==> config.mk <==
export PLATFORM = sky130hd
export DESIGN_NAME = mat_nxn_mac_multiplier
export DESIGN_NICKNAME = d
export VERILOG_FILES = /design/src/rtl/mat_mult_pkg.sv /design/src/rtl/mat_mac_unit.sv /design/src/rtl/mat_nxn_mac_multiplier.sv
export SDC_FILE = /design/constraint.sdc
export NUM_CORES = 1
export LEC_CHECK = 0
export ABC_AREA = 1
export BUFFER_PORTS_ARGS = -buffer_cell sky130_fd_sc_hd__buf_2
export CAP_MARGIN = 20
export CORE_MARGIN = 8
export CORE_UTILIZATION = 35
export CTS_CLUSTER_SIZE = 40
export DETAILED_ROUTE_END_ITERATION = 16
export SYNTH_ARGS = -nofsm -noshare
export SYNTH_HDL_FRONTEND = slang
export SYNTH_SLANG_ARGS = --single-unit
==> constraint.sdc <==
create_clock -name clk -period 3.65 [get_ports clk]
set_input_delay 0.365 -clock clk [delete_from_list [all_inputs] [get_ports clk]]
set_output_delay 0.365 -clock clk [all_outputs]
set_load 0.05 [all_outputs]
==> src/rtl/mat_mult_pkg.sv <==
// Shared types and sizing helpers for the time-multiplexed N x N matrix multiplier.
// Imported by the MAC datapath and the top-level controller.
package mat_mult_pkg;

  typedef enum logic [1:0] {
    ST_LOAD    = 2'd0,
    ST_COMPUTE = 2'd1,
    ST_OUTPUT  = 2'd2
  } state_e;

  // Result width that can hold a sum of n full-width w x w products.
  function automatic int acc_width(input int n, input int w);
    return 2 * w + $clog2(n);
  endfunction

  // Width of the operand load index (0 .. 2*n*n-1).
  function automatic int li_width(input int n);
    return (2 * n * n > 1) ? $clog2(2 * n * n) : 1;
  endfunction

  // Width of the row / column / inner-product indices, at least one bit.
  function automatic int idx_width(input int n);
    return (n > 1) ? $clog2(n) : 1;
  endfunction

endpackage

==> src/rtl/mat_mac_unit.sv <==
// Registered multiply-accumulate: loads the product on clr, adds it otherwise.
// clr without en zeroes the accumulator ahead of a new matrix.
module mat_mac_unit
  import mat_mult_pkg::*;
#(
  parameter int W     = 4,
  parameter int ACC_W = 9
) (
  input  logic             clk,
  input  logic             rst_n,
  input  logic             clr,
  input  logic             en,
  input  logic [W-1:0]     a,
  input  logic [W-1:0]     b,
  output logic [ACC_W-1:0] acc
);

  logic [2*W-1:0]   prod;
  logic [ACC_W-1:0] prod_ext;
  logic [ACC_W-1:0] acc_q;
  logic [ACC_W-1:0] acc_d;

  assign prod     = a * b;
  assign prod_ext = ACC_W'(prod);

  always_comb begin
    acc_d = acc_q;
    if (en) begin
      acc_d = clr ? prod_ext : (acc_q + prod_ext);
    end else if (clr) begin
      acc_d = '0;
    end
  end

  always_ff @(posedge clk or negedge rst_n) begin
    if (!rst_n) begin
      acc_q <= '0;
    end else begin
      acc_q <= acc_d;
    end
  end

  assign acc = acc_q;

endmodule

==> src/rtl/mat_nxn_mac_multiplier.sv <==
// Streaming C = A x B for N x N unsigned matrices using one shared MAC.
// Loads A then B row-major, computes each C element in N cycles, drains row-major.
module mat_nxn_mac_multiplier
  import mat_mult_pkg::*;
#(
  parameter int N     = 2,
  parameter int W     = 4,
  parameter int ACC_W = acc_width(N, W)
) (
  input  logic             clk,
  input  logic             rst_n,
  input  logic             in_valid,
  output logic             in_ready,
  input  logic [W-1:0]     in_data,
  output logic             out_valid,
  input  logic             out_ready,
  output logic [ACC_W-1:0] out_data,
  output logic             out_last,
  output logic             busy
);

  localparam int NN   = N * N;
  localparam int LI_W = li_width(N);
  localparam int IW   = idx_width(N);
  localparam int AW   = (NN > 1) ? $clog2(NN) : 1;

  localparam logic [LI_W-1:0] LI_LAST  = LI_W'(2 * NN - 1);
  localparam logic [LI_W-1:0] LI_NN    = LI_W'(NN);
  localparam logic [IW-1:0]   IDX_LAST = IW'(N - 1);

  state_e            state_q, state_d;
  logic [LI_W-1:0]   li_q, li_d;
  logic [IW-1:0]     i_q, i_d;
  logic [IW-1:0]     j_q, j_d;
  logic [IW-1:0]     k_q, k_d;

  logic [W-1:0]      a_mem [NN];
  logic [W-1:0]      b_mem [NN];

  logic              in_fire;
  logic              out_fire;
  logic              last_elem;
  logic              mac_en;
  logic              mac_clr;
  logic [AW-1:0]     wr_addr;
  logic [AW-1:0]     a_rd_addr;
  logic [AW-1:0]     b_rd_addr;
  logic [ACC_W-1:0]  acc;

  assign in_fire   = in_valid && in_ready;
  assign out_fire  = out_valid && out_ready;
  assign last_elem = (i_q == IDX_LAST) && (j_q == IDX_LAST);

  assign wr_addr   = (li_q < LI_NN) ? AW'(li_q) : AW'(li_q - LI_NN);
  assign a_rd_addr = AW'(int'(i_q) * N + int'(k_q));
  assign b_rd_addr = AW'(int'(k_q) * N + int'(j_q));

  // Operand storage survives reset; only the load index decides what is valid.
  always_ff @(posedge clk) begin
    if (in_fire) begin
      if (li_q < LI_NN) begin
        a_mem[wr_addr] <= in_data;
      end else begin
        b_mem[wr_addr] <= in_data;
      end
    end
  end

  always_ff @(posedge clk or negedge rst_n) begin
    if (!rst_n) begin
      state_q <= ST_LOAD;
      li_q    <= '0;
      i_q     <= '0;
      j_q     <= '0;
      k_q     <= '0;
    end else begin
      state_q <= state_d;
      li_q    <= li_d;
      i_q     <= i_d;
      j_q     <= j_d;
      k_q     <= k_d;
    end
  end

  always_comb begin
    state_d = state_q;
    li_d    = li_q;
    i_d     = i_q;
    j_d     = j_q;
    k_d     = k_q;
    unique case (state_q)
      ST_LOAD: begin
        if (in_fire) begin
          if (li_q == LI_LAST) begin
            state_d = ST_COMPUTE;
            li_d    = '0;
            i_d     = '0;
            j_d     = '0;
            k_d     = '0;
          end else begin
            li_d = li_q + LI_W'(1);
          end
        end
      end
      ST_COMPUTE: begin
        if (k_q == IDX_LAST) begin
          state_d = ST_OUTPUT;
          k_d     = '0;
        end else begin
          k_d = k_q + IW'(1);
        end
      end
      ST_OUTPUT: begin
        if (out_fire) begin
          if (last_elem) begin
            state_d = ST_LOAD;
            li_d    = '0;
            i_d     = '0;
            j_d     = '0;
          end else begin
            state_d = ST_COMPUTE;
            k_d     = '0;
            if (j_q == IDX_LAST) begin
              j_d = '0;
              i_d = i_q + IW'(1);
            end else begin
              j_d = j_q + IW'(1);
            end
          end
        end
      end
      default: state_d = ST_LOAD;
    endcase
  end

  // Outputs decode straight from state so an async reset drops out_valid at once.
  always_comb begin
    in_ready  = (state_q == ST_LOAD);
    out_valid = (state_q == ST_OUTPUT);
    out_last  = (state_q == ST_OUTPUT) && last_elem;
    out_data  = (state_q == ST_OUTPUT) ? acc : '0;
    busy      = !((state_q == ST_LOAD) && (li_q == '0));
    mac_en    = (state_q == ST_COMPUTE);
    mac_clr   = (state_q == ST_COMPUTE) ? (k_q == '0)
                                        : (in_fire && (li_q == LI_LAST));
  end

  mat_mac_unit #(
    .W     (W),
    .ACC_W (ACC_W)
  ) u_mac (
    .clk   (clk),
    .rst_n (rst_n),
    .clr   (mac_clr),
    .en    (mac_en),
    .a     (a_mem[a_rd_addr]),
    .b     (b_mem[b_rd_addr]),
    .acc   (acc)
  );

endmodule

==> results of run 1 <==
Yosys cell counts (all sizes together):
cell type  instances
nand4              2
dfrtp             17
a21o               1
a32oi              6
o2111ai            1
xnor2              1
o22ai              2
a32o               1
nand3             28
o21a               1
a21oi             20
inv               70
nor2              47
ha                25
fa                 5
o21ai             14
edfxtp            32
buf                6
nand2             94
critical path, cell delays in order (launching register included):
cell     delay [ps]
dfrtp_2         460
buf_6           140
nand2_2          50
a32oi_2         260
nand2_1         120
fa_1            560
inv_2            40
fa_1            490
ha_1            300
nand2_1          50
inv_1            70
nand2_1          70
a21o_1          180
nand2_2          80
ha_4            220
a21oi_4         180
nor2_1           60
nor2_1          120
nand3_2         110
a21oi_2         120
nor2_1           50
registers in the layout (all words and copies together), names as in the netlist:
signal and count:
j_q 1, a_mem 16, i_q 1, u_mac.acc 9, b_mem 16, li_q 3
state_q 2, k_q 1
metrics by stage:
stage | util | setup slack [ps] | TNS, ps | hold WS [ps]
floorplan | - | -8.20 | -8.20 | 69.4
global placement | 0.412 | -163 | -497 | 327
detailed placement | 0.412 | -272 | -935 | 351
CTS | 0.446 | -125 | -216 | 332
global route | 0.454 | -435 | -1750 | 340
finish | 0.454 | -208 | -584 | 331
cell usage in the layout, fill, tap and decap left out, types with 14 or more instances in the layout:
cell	instances
nand2_1	77
nand3_1	21
inv_1	54
a21oi_1	15
buf_2	21
nand2_2	14
dfrtp_1	16
buf_4	31
edfxtp_1	32
inv_2	14
ha_1	19
nor2_1	41
cell families after synthesis:
| family | after synthesis | synth area share |
|---|---|---|
| and+or+nand+nor | 171 | 0.238 |
| buffers and inverters | 76 | 0.0968 |
| DFF | 49 | 0.443 |
| AOI/OAI and AO/OA | 46 | 0.0872 |
| adders and majority gates | 30 | 0.132 |
| xor gates and xnor gates | 1 | 0.00280 |
final cells by class:
cell class                 instances  share of cell area
clock buffer                       5              0.0175
clock inverter                     3             0.00731
timing repair inverter             1             0.00191
timing repair buffer              55              0.0941
tap                              108              0.0343
multi-input combinational        248               0.424
sequential                        49               0.353
inverter                          70              0.0680
worst min path at each step:
stage | to | depth (start not counted) | startpoint
2_1_floorplan | i_q$_DFFE_PN0P_ | 0 | rst_n
3_3_place_gp | u_mac.acc[5]$_DFFE_PN0P_ | 1 | rst_n
3_5_place_dp | u_mac.acc[5]$_DFFE_PN0P_ | 1 | rst_n
5_1_grt | a_mem[2][0]$_DFFE_PP_ | 1 | in_data[0]
4_1_cts | a_mem[2][0]$_DFFE_PP_ | 1 | in_data[0]
6_report | a_mem[1][2]$_DFFE_PP_ | 1 | in_data[2]
metal layers:
metal,track usage,vias to the layer above,wire [um]
met4,0.0261,0,84
met1,0.139,1206,3150
li1,-,1316,-
met2,0.210,47,3710
met3,0.0244,13,226
met5,0,-,0
timing repair:
action	4_1_cts	5_1_grt
hold buffers	1	0
setup endpoints to repair	5	6
setup buffers	8	2
pin swaps	8	3
hold endpoints to repair	1	0
resized for setup	24	12
cloned	2	0
==> summary.txt, run 1 <==
Status: finished with violations
Failing checks: negative setup slack
Starting density of the core: 0.360
Filler Cell Count: 873
Final WS setup: -208 ps
Syn. warnings: 0
First-pass GRT wire length: 12,000 um
Placed cell area: 0.00357 mm2
Post-synth net total: 411
Via count: 2,582
Top cells by area, synth: edfxtp_1, dfrtp_1, nand2_1, ha_1, inv_1
CP Class: reg -> reg
Distinct cells, synth: 30
# DRC: 0
Area of the core: 0.00868 mm2
Worst Path Max Fanout: 5
Worst slew margin: 0.608
Worst skew pair latency: 320 ps
Antenna diodes: 0
Area delta synth->final: 25.9%
Die width: 111 um
Vias in the first global route: 2,512
Fin cells: 539
Design area: 0.00394 mm2
Crit path from: k_q$_DFFE_PN0P_
Arrival time worst endpoint: 4080 ps
Depth of the CTS H-tree: 2
Clk root buf: clkbuf_8
Layout Nets: 468
Ratio of cells with drive above 1 in the final layout: 0.299
Critical Path Start Type: flip-flop
Final count of hold timing violations: 0
Largest net degree at the start of global routing: 19
Max-cap violations: 0
Reg2Reg Depth: 20
Final setup fails: 5
GRT Resource Usage Total: 0.117
Post-synth top area share: 0.307
Post-Syn Area: 0.00313 mm2
Drt wl/cell: 13.3 um
I/O Buffers: 20
Slew Limit Fails: 0
Bufs on Longest Clock Path: 2
Mapped Cells: 373
Clock Sinks: 49
Tcrit/Tclk final: 1.06
Syn Area/Cell: 8.38 um2
Die H: 111 um
Die area: 0.0122 mm2
Seq cells post-synth: 49
R2R Path End: u_mac.acc[8]$_DFFE_PN0P_
Post-synth top area cell: edfxtp_1
CP Capture Point: u_mac.acc[8]$_DFFE_PN0P_
Unrepaired setup endpoints after global routing: true
Crit path capture type: flip-flop
IO Pins: 21
Antenna Nets Post-Route: 0
R2R Setup Slk: -210 ps
Placed Cells: 518
Clk pin slew, worst setup/hold paths: 110 ps
Period minus WS final: 3860 ps
CTS buffer count: 5
Vias per std cell: 4.79
# rows: 34
First drt pass iteration count: 4
Initial antenna violation count: 0
Worst Skew: 9.83 ps
Iter 0 DRT Violations: 88
Footprint of the multi-input gates: 0.00167 mm2
DP Wirelength: 5240 um
Req. time, crit path: 3870 ps
Slew @ Worst Pin: 587 ps
FMAX: 259 MHz
FF-to-FF Start: k_q$_DFFE_PN0P_
Sequential fraction of the synthesis area: 0.443
Reg area: 0.00139 mm2
CTS tree: done
GP Congestion: 0.805
Hold/Removal Path Class: in -> reg
Final WL: 7180 um
Gr ovfl total: 0
Power of run 1 is not shown: default switching activity piles up to over one toggle a cycle in this logic, so the estimate is an artifact.
==> run 2: changes to the inputs <==
Settings changed: SETUP_SLACK_MARGIN set to 0.5.
==> run 2 against run 1 <==
The run ends with negative hold slack, negative setup slack left. Critical path depth up 1. Cell count down 1.1%. Sequential share of layout area is 0.84 points higher. First-iteration DRC count is 49% lower. Via count is 4.1% lower. Count of clock-buffer cells in the layout did not move. Critical endpoint unchanged. Worst hold slack got worse by 350 ps. Critical path type unchanged. Non-clock buffer count decreased by 5. Routed wire length fell by 7.9%. Register-to-register slack better by 100 ps.
==> summary.txt, run 2 (synthesized netlist as in run 1, its figures left out) <==
Worst skew pair latency: 300 ps (-20 ps)
Depth of the CTS H-tree: 2 (unchanged)
Final setup fails: 3 (-2)
# rows: 34 (unchanged)
Most frequent cells in the layout: nand2_1, inv_1, nor2_1
GRT Resource Usage Total: 0.112 (-0.00483)
Antenna Nets Post-Route: 0 (unchanged)
Antenna diodes: 0 (unchanged)
Worst Skew: 2.42 ps (-7.41 ps)
Hold slack: -13.9 ps (-345 ps)
Worst Path Max Fanout: 9 (+4)
First drt pass iteration count: 4 (unchanged)
Status: finished with violations
Hold/Removal Path Class: in -> async
CTS tree: done
FF-to-FF Start: j_q$_DFFE_PN0P_
Placed cell area: 0.00364 mm2 (+1.8%)
I/O Buffers: 20 (unchanged)
Die H: 111 um (unchanged)
Worst slew margin: 0.643 (+0.0352)
Slew Limit Fails: 0 (unchanged)
# DRC: 0 (unchanged)
Starting density of the core: 0.360 (unchanged)
Pre-CTS setup slack: -231 ps (+41.4 ps)
Vias in the first global route: 2,506 (-0.24%)
Die width: 111 um (unchanged)
Ratio of cells with drive above 1 in the final layout: 0.280 (-0.0193)
First-pass GRT wire length: 11,700 um (-2.5%)
Clock Sinks: 49 (unchanged)
Failing checks: negative hold slack, negative setup slack
Final count of hold timing violations: 17 (+17)
Final WL: 6610 um (-7.9%)
Req. time, crit path: 3860 ps (about the same)
Bufs on Longest Clock Path: 2 (unchanged)
Via count: 2,476 (-4.1%)
Die area: 0.0122 mm2 (unchanged)
Tcrit/Tclk final: 1.03 (-0.0287)
Drt wl/cell: 12.4 um (-6.9%)
Clk root buf: clkbuf_8
Final WS setup: -104 ps (+105 ps)
Design area: 0.00384 mm2 (-2.3%)
FMAX: 266 MHz (+2.8%)
Clk pin slew, worst setup/hold paths: 100 ps (about the same)
Vias per std cell: 4.65 (-3.0%)
CP Class: reg -> reg
IO Pins: 21 (unchanged)
Post-Route Setup TNS: -233 ps (+352 ps)
Largest net degree at the start of global routing: 18 (-1)
Unrepaired setup endpoints after global routing: true
Arrival time worst endpoint: 3960 ps (-120 ps)
Crit path from: j_q$_DFFE_PN0P_
Slew @ Worst Pin: 534 ps (-52.8 ps)
Crit path capture type: flip-flop
Area delta synth->final: 23.0%
Area of the core: 0.00868 mm2 (unchanged)
Max-cap violations: 0 (unchanged)
Gr ovfl total: 0 (unchanged)
Period minus WS final: 3750 ps (-105 ps)
Fin cells: 533 (-1.1%)
Iter 0 DRT Violations: 45 (-49%)
Commonest non-fill, non-tap cell in the layout: nand2_1
Hold_buf cts: 0 (-1)
DP Wirelength: 5230 um (about the same)
GP Congestion: 0.822 (+2.0%)
Critical Path Start Type: flip-flop
Initial antenna violation count: 0 (unchanged)
Placed Cells: 521 (+0.58%)
CTS buffer count: 5 (unchanged)
Layout Nets: 462 (-1.3%)
## run 2: changes by cell type in the layout (fill, tap and decap cells not counted), sizes merged
cell	before	now
clkinv	1	0
dlygate4sd3	1	0
inv	72	71
clkinvlp	1	2
buf	54	50
## run 2: per-layer routing
| layer | track usage | up-vias | share of wire |
|---|---|---|---|
| li1 | - | 1304 | - |
| met5 | 0 | - | 0 |
| met1 | 0.133 | 1136 | 0.45 |
| met4 | 0.0252 | 0 | 0.011 |
| met3 | 0.0260 | 9 | 0.035 |
| met2 | 0.200 | 27 | 0.50 |
## run 2: what timing repair did
item	4_1_cts	5_1_grt
resized for setup	12	8
hold endpoints to repair	0	0
pin swaps	0	2
setup buffers	3	1
setup endpoints to repair	6	6
## run 2: cell type report
cell class	count	area (um2)
Sequential cell	49	1390
Timing Repair Buffer	50	333
Clock inverter	3	26.3
Tap cell	108	135
Clock buffer	5	68.8
Inverter	70	270
Fill cell	861	4830
Multi-Input combinational cell	248	1620
## run 2: critical path: stages, from the launching register on
cell and delay, ps:
dfrtp_2 490, inv_4 120, nand2_1 70, a32oi_2 240, nand2_1 100, fa_1 500
inv_2 40, fa_1 530, inv_1 60, fa_2 370, inv_2 70, nand3_2 80
nand2_2 80, nand2_2 50, nand2_2 80, ha_4 220, nand2_2 70, nor2_1 40
nor2_1 120, nand3_1 110, a21oi_1 160, nor2_1 50
## run 2: stage by stage
step / hold slack (ps) / util
2_1_floorplan: 69.4 / -
3_3_place_gp: 333 / 0.419
3_5_place_dp: 346 / 0.419
4_1_cts: 3.99 / 0.440
5_1_grt: 18.1 / 0.443
6_report: -13.9 / 0.443
## run 2: path summary, 6_finish.rpt
path	endpoint	slack, ps	depth (start not counted)
setup / recovery	u_mac.acc[8]$_DFFE_PN0P_	-100	21
hold / removal	u_mac.acc[6]$_DFFE_PN0P_	-10	1
setup reg to reg	u_mac.acc[8]$_DFFE_PN0P_	-100	21
hold reg to reg	u_mac.acc[7]$_DFFE_PN0P_	530	2
max in group asynchronous	j_q$_DFFE_PN0P_	3330	1
min in group clk	b_mem[0][0]$_DFFE_PP_	350	1
Power of run 2 is left out for the same reason.
==> run 3: changes to the inputs <==
Settings changed: GPL_TIMING_DRIVEN set to 0, PLACE_DENSITY set to 0.62.
==> run 3 against run 2 <==
The flow finishes with violations (negative setup slack). Sequential share of layout area decreased by 0.85 points. Count of clock-buffer cells in the layout unchanged. Critical path depth increased by 3. Worst setup slack got worse by 74 ps. Largest cell class unchanged.
==> summary.txt, run 3 (synthesized netlist as in run 1, its figures left out) <==
Status: finished with violations
CTS buffer count: 5 (unchanged)
Area delta synth->final: 25.8%
Req. time, crit path: 3870 ps (about the same)
Crit path max-delay cell type: fa_1
Layout Nets: 455 (-1.5%)
Footprint of the multi-input gates: 0.00172 mm2 (+6.2%)
Area of the core: 0.00868 mm2 (unchanged)
IO Pins: 21 (unchanged)
Starting density of the core: 0.360 (unchanged)
Largest net degree at the start of global routing: 19 (+1)
CP Class: reg -> reg
Gr ovfl total: 0 (unchanged)
Ratio of cells with drive above 1 in the final layout: 0.316 (+0.0358)
Crit path capture type: flip-flop
I/O Buffers: 20 (unchanged)
Commonest non-fill, non-tap cell in the layout: nand2_1
Unrepaired setup endpoints after global routing: true
Antenna Nets Post-Route: 0 (unchanged)
Slew Limit Fails: 0 (unchanged)
Worst skew pair latency: 310 ps (about the same)
Antenna diodes: 0 (unchanged)
Largest stage delay on the critical path: 560 ps (+30 ps)
Die H: 111 um (unchanged)
DP Wirelength: 5160 um (-1.4%)
Slew @ Worst Pin: 485 ps (-48.8 ps)
# rows: 34 (unchanged)
# DRC: 0 (unchanged)
Met3 Resource Use GR: 0.0249 (-0.00108)
Initial antenna violation count: 0 (unchanged)
Clock Sinks: 49 (unchanged)
GRT met2 Usage: 0.201 (+0.000795)
Pre-CTS setup slack: -355 ps (-124 ps)
First drt pass iteration count: 5 (+1)
Die area: 0.0122 mm2 (unchanged)
Max-cap violations: 0 (unchanged)
Period minus WS final: 3830 ps (+73.8 ps)
Drt wl/cell: 13.2 um (+6.3%)
Final count of hold timing violations: 0 (-17)
Vias per std cell: 4.81 (+3.5%)
Hold/Removal Path Class: in -> reg
Filler Cell Count: 834 (-3.1%)
Met1 Usage GRT: 0.137 (+0.00417)
Arrival time worst endpoint: 4040 ps (+80 ps)
Reg area: 0.00139 mm2 (about the same)
CTS tree: done
Depth of the CTS H-tree: 2 (unchanged)
FMAX: 261 MHz (-1.9%)
Critical Path Start Type: flip-flop
Via count: 2,530 (+2.2%)
Iter 0 DRT Violations: 115 (+160%)
Tcrit/Tclk final: 1.05 (+0.0202)
Bufs on Longest Clock Path: 2 (unchanged)
Vias in the first global route: 2,544 (+1.5%)
GRT Resource Usage Total: 0.114 (+0.00214)
GR peak layer: met2
GP Congestion: 0.845 (+2.9%)
Most frequent cells in the layout: nand2_1, inv_1, nor2_1
Failing checks: negative setup slack
Final WL: 6930 um (+4.9%)
Clk pin slew, worst setup/hold paths: 110 ps (about the same)
First-pass GRT wire length: 11,900 um (+1.9%)
CP cell instances: buf_6 > buf_4 > nand2_1 > a32oi_2 > nand2_1 > fa_1 > inv_2 > fa_1 > inv_2 > fa_2 > inv_2 > nand3_2 > nand2_2 > nand2_2 > nand2_2 > ha_4 > nand2_2 > nand2_2 > a21oi_2 > nand2_1 > nand2_1 > nand3_2 > nand3_2 > nand2_1
Worst Skew: 8.97 ps (+6.55 ps)
Worst slew margin: 0.675 (+0.0317)
Final setup fails: 5 (+2)
Final WS setup: -177 ps (-73.8 ps)
Worst Path Max Fanout: 9 (unchanged)
Die width: 111 um (unchanged)
Clk root buf: clkbuf_8
run 3: changes by cell type in the layout (fill, tap and decap cells not counted), sizes merged:
cell,previous run,this run
inv,71,72
clkinvlp,2,0
clkinv,0,1
buf,50,41
dlygate4sd3,0,1
clkbuf,5,6
run 3: layer usage:
layer,part of all wire,wire [um],vias up
met4,0.0076,53,0
met2,0.49,3420,47
li1,-,-,1292
met1,0.46,3160,1186
met5,0,0,-
met3,0.043,295,5
run 3: area by class of cell:
cell class                      count  share of cell area
Multi-Input combinational cell    248               0.438
Sequential cell                    49               0.352
Inverter                           70              0.0687
Timing Repair Buffer               37              0.0658
Tap cell                          108              0.0344
Clock buffer                        5              0.0175
Buffer                              6              0.0156
Clock inverter                      3             0.00732
run 3: critical path, delay by kind of cell (launching register included):
family / cells / cell delay (ps)
and+or+nand+nor: 13 / 910
adders and majority gates: 4 / 1700
AOI/OAI and AO/OA: 2 / 340
DFF: 1 / 360
buffers and inverters: 5 / 430
run 3: what timing repair did:
| item | CTS | global route |
|---|---|---|
| cloned | 0 | 1 |
| resized for setup | 26 | 24 |
| hold buffers | 1 | 0 |
| pin swaps | 23 | 25 |
| setup endpoints to repair | 6 | 7 |
| buffers inserted | 13 | 2 |
| hold endpoints to repair | 10 | 0 |
run 3: final timing paths:
| kind | slack, ps | cells past startpoint | endpoint | startpoint |
|---|---|---|---|---|
| setup / recovery | -180 | 24 | u_mac.acc[7]$_DFFE_PN0P_ | j_q$_DFFE_PN0P_ |
| hold / removal | 340 | 1 | a_mem[0][3]$_DFFE_PP_ | in_data[3] |
| setup reg to reg | -180 | 24 | u_mac.acc[7]$_DFFE_PN0P_ | j_q$_DFFE_PN0P_ |
| hold reg to reg | 550 | 2 | u_mac.acc[8]$_DFFE_PN0P_ | u_mac.acc[8]$_DFFE_PN0P_ |
| max in group asynchronous | 2810 | 2 | j_q$_DFFE_PN0P_ | rst_n |
| min in group asynchronous | 520 | 2 | u_mac.acc[8]$_DFFE_PN0P_ | rst_n |
run 3: per-stage QoR:
| stage | cell area, um2 | util | hold slack [ps] | setup TNS, ps | instances |
|---|---|---|---|---|---|
| 2_1_floorplan | 3260 | - | 69.4 | 0 | 373 |
| 3_3_place_gp | 3490 | 0.402 | 326 | -1240 | 501 |
| 3_5_place_dp | 3490 | 0.402 | 332 | -1460 | 501 |
| 4_1_cts | 3810 | 0.439 | 339 | -943 | 523 |
| 5_1_grt | 3930 | 0.453 | 349 | -1680 | 526 |
| 6_report | 3930 | 0.453 | 343 | -704 | 526 |
Power of run 3 is left out for the same reason.
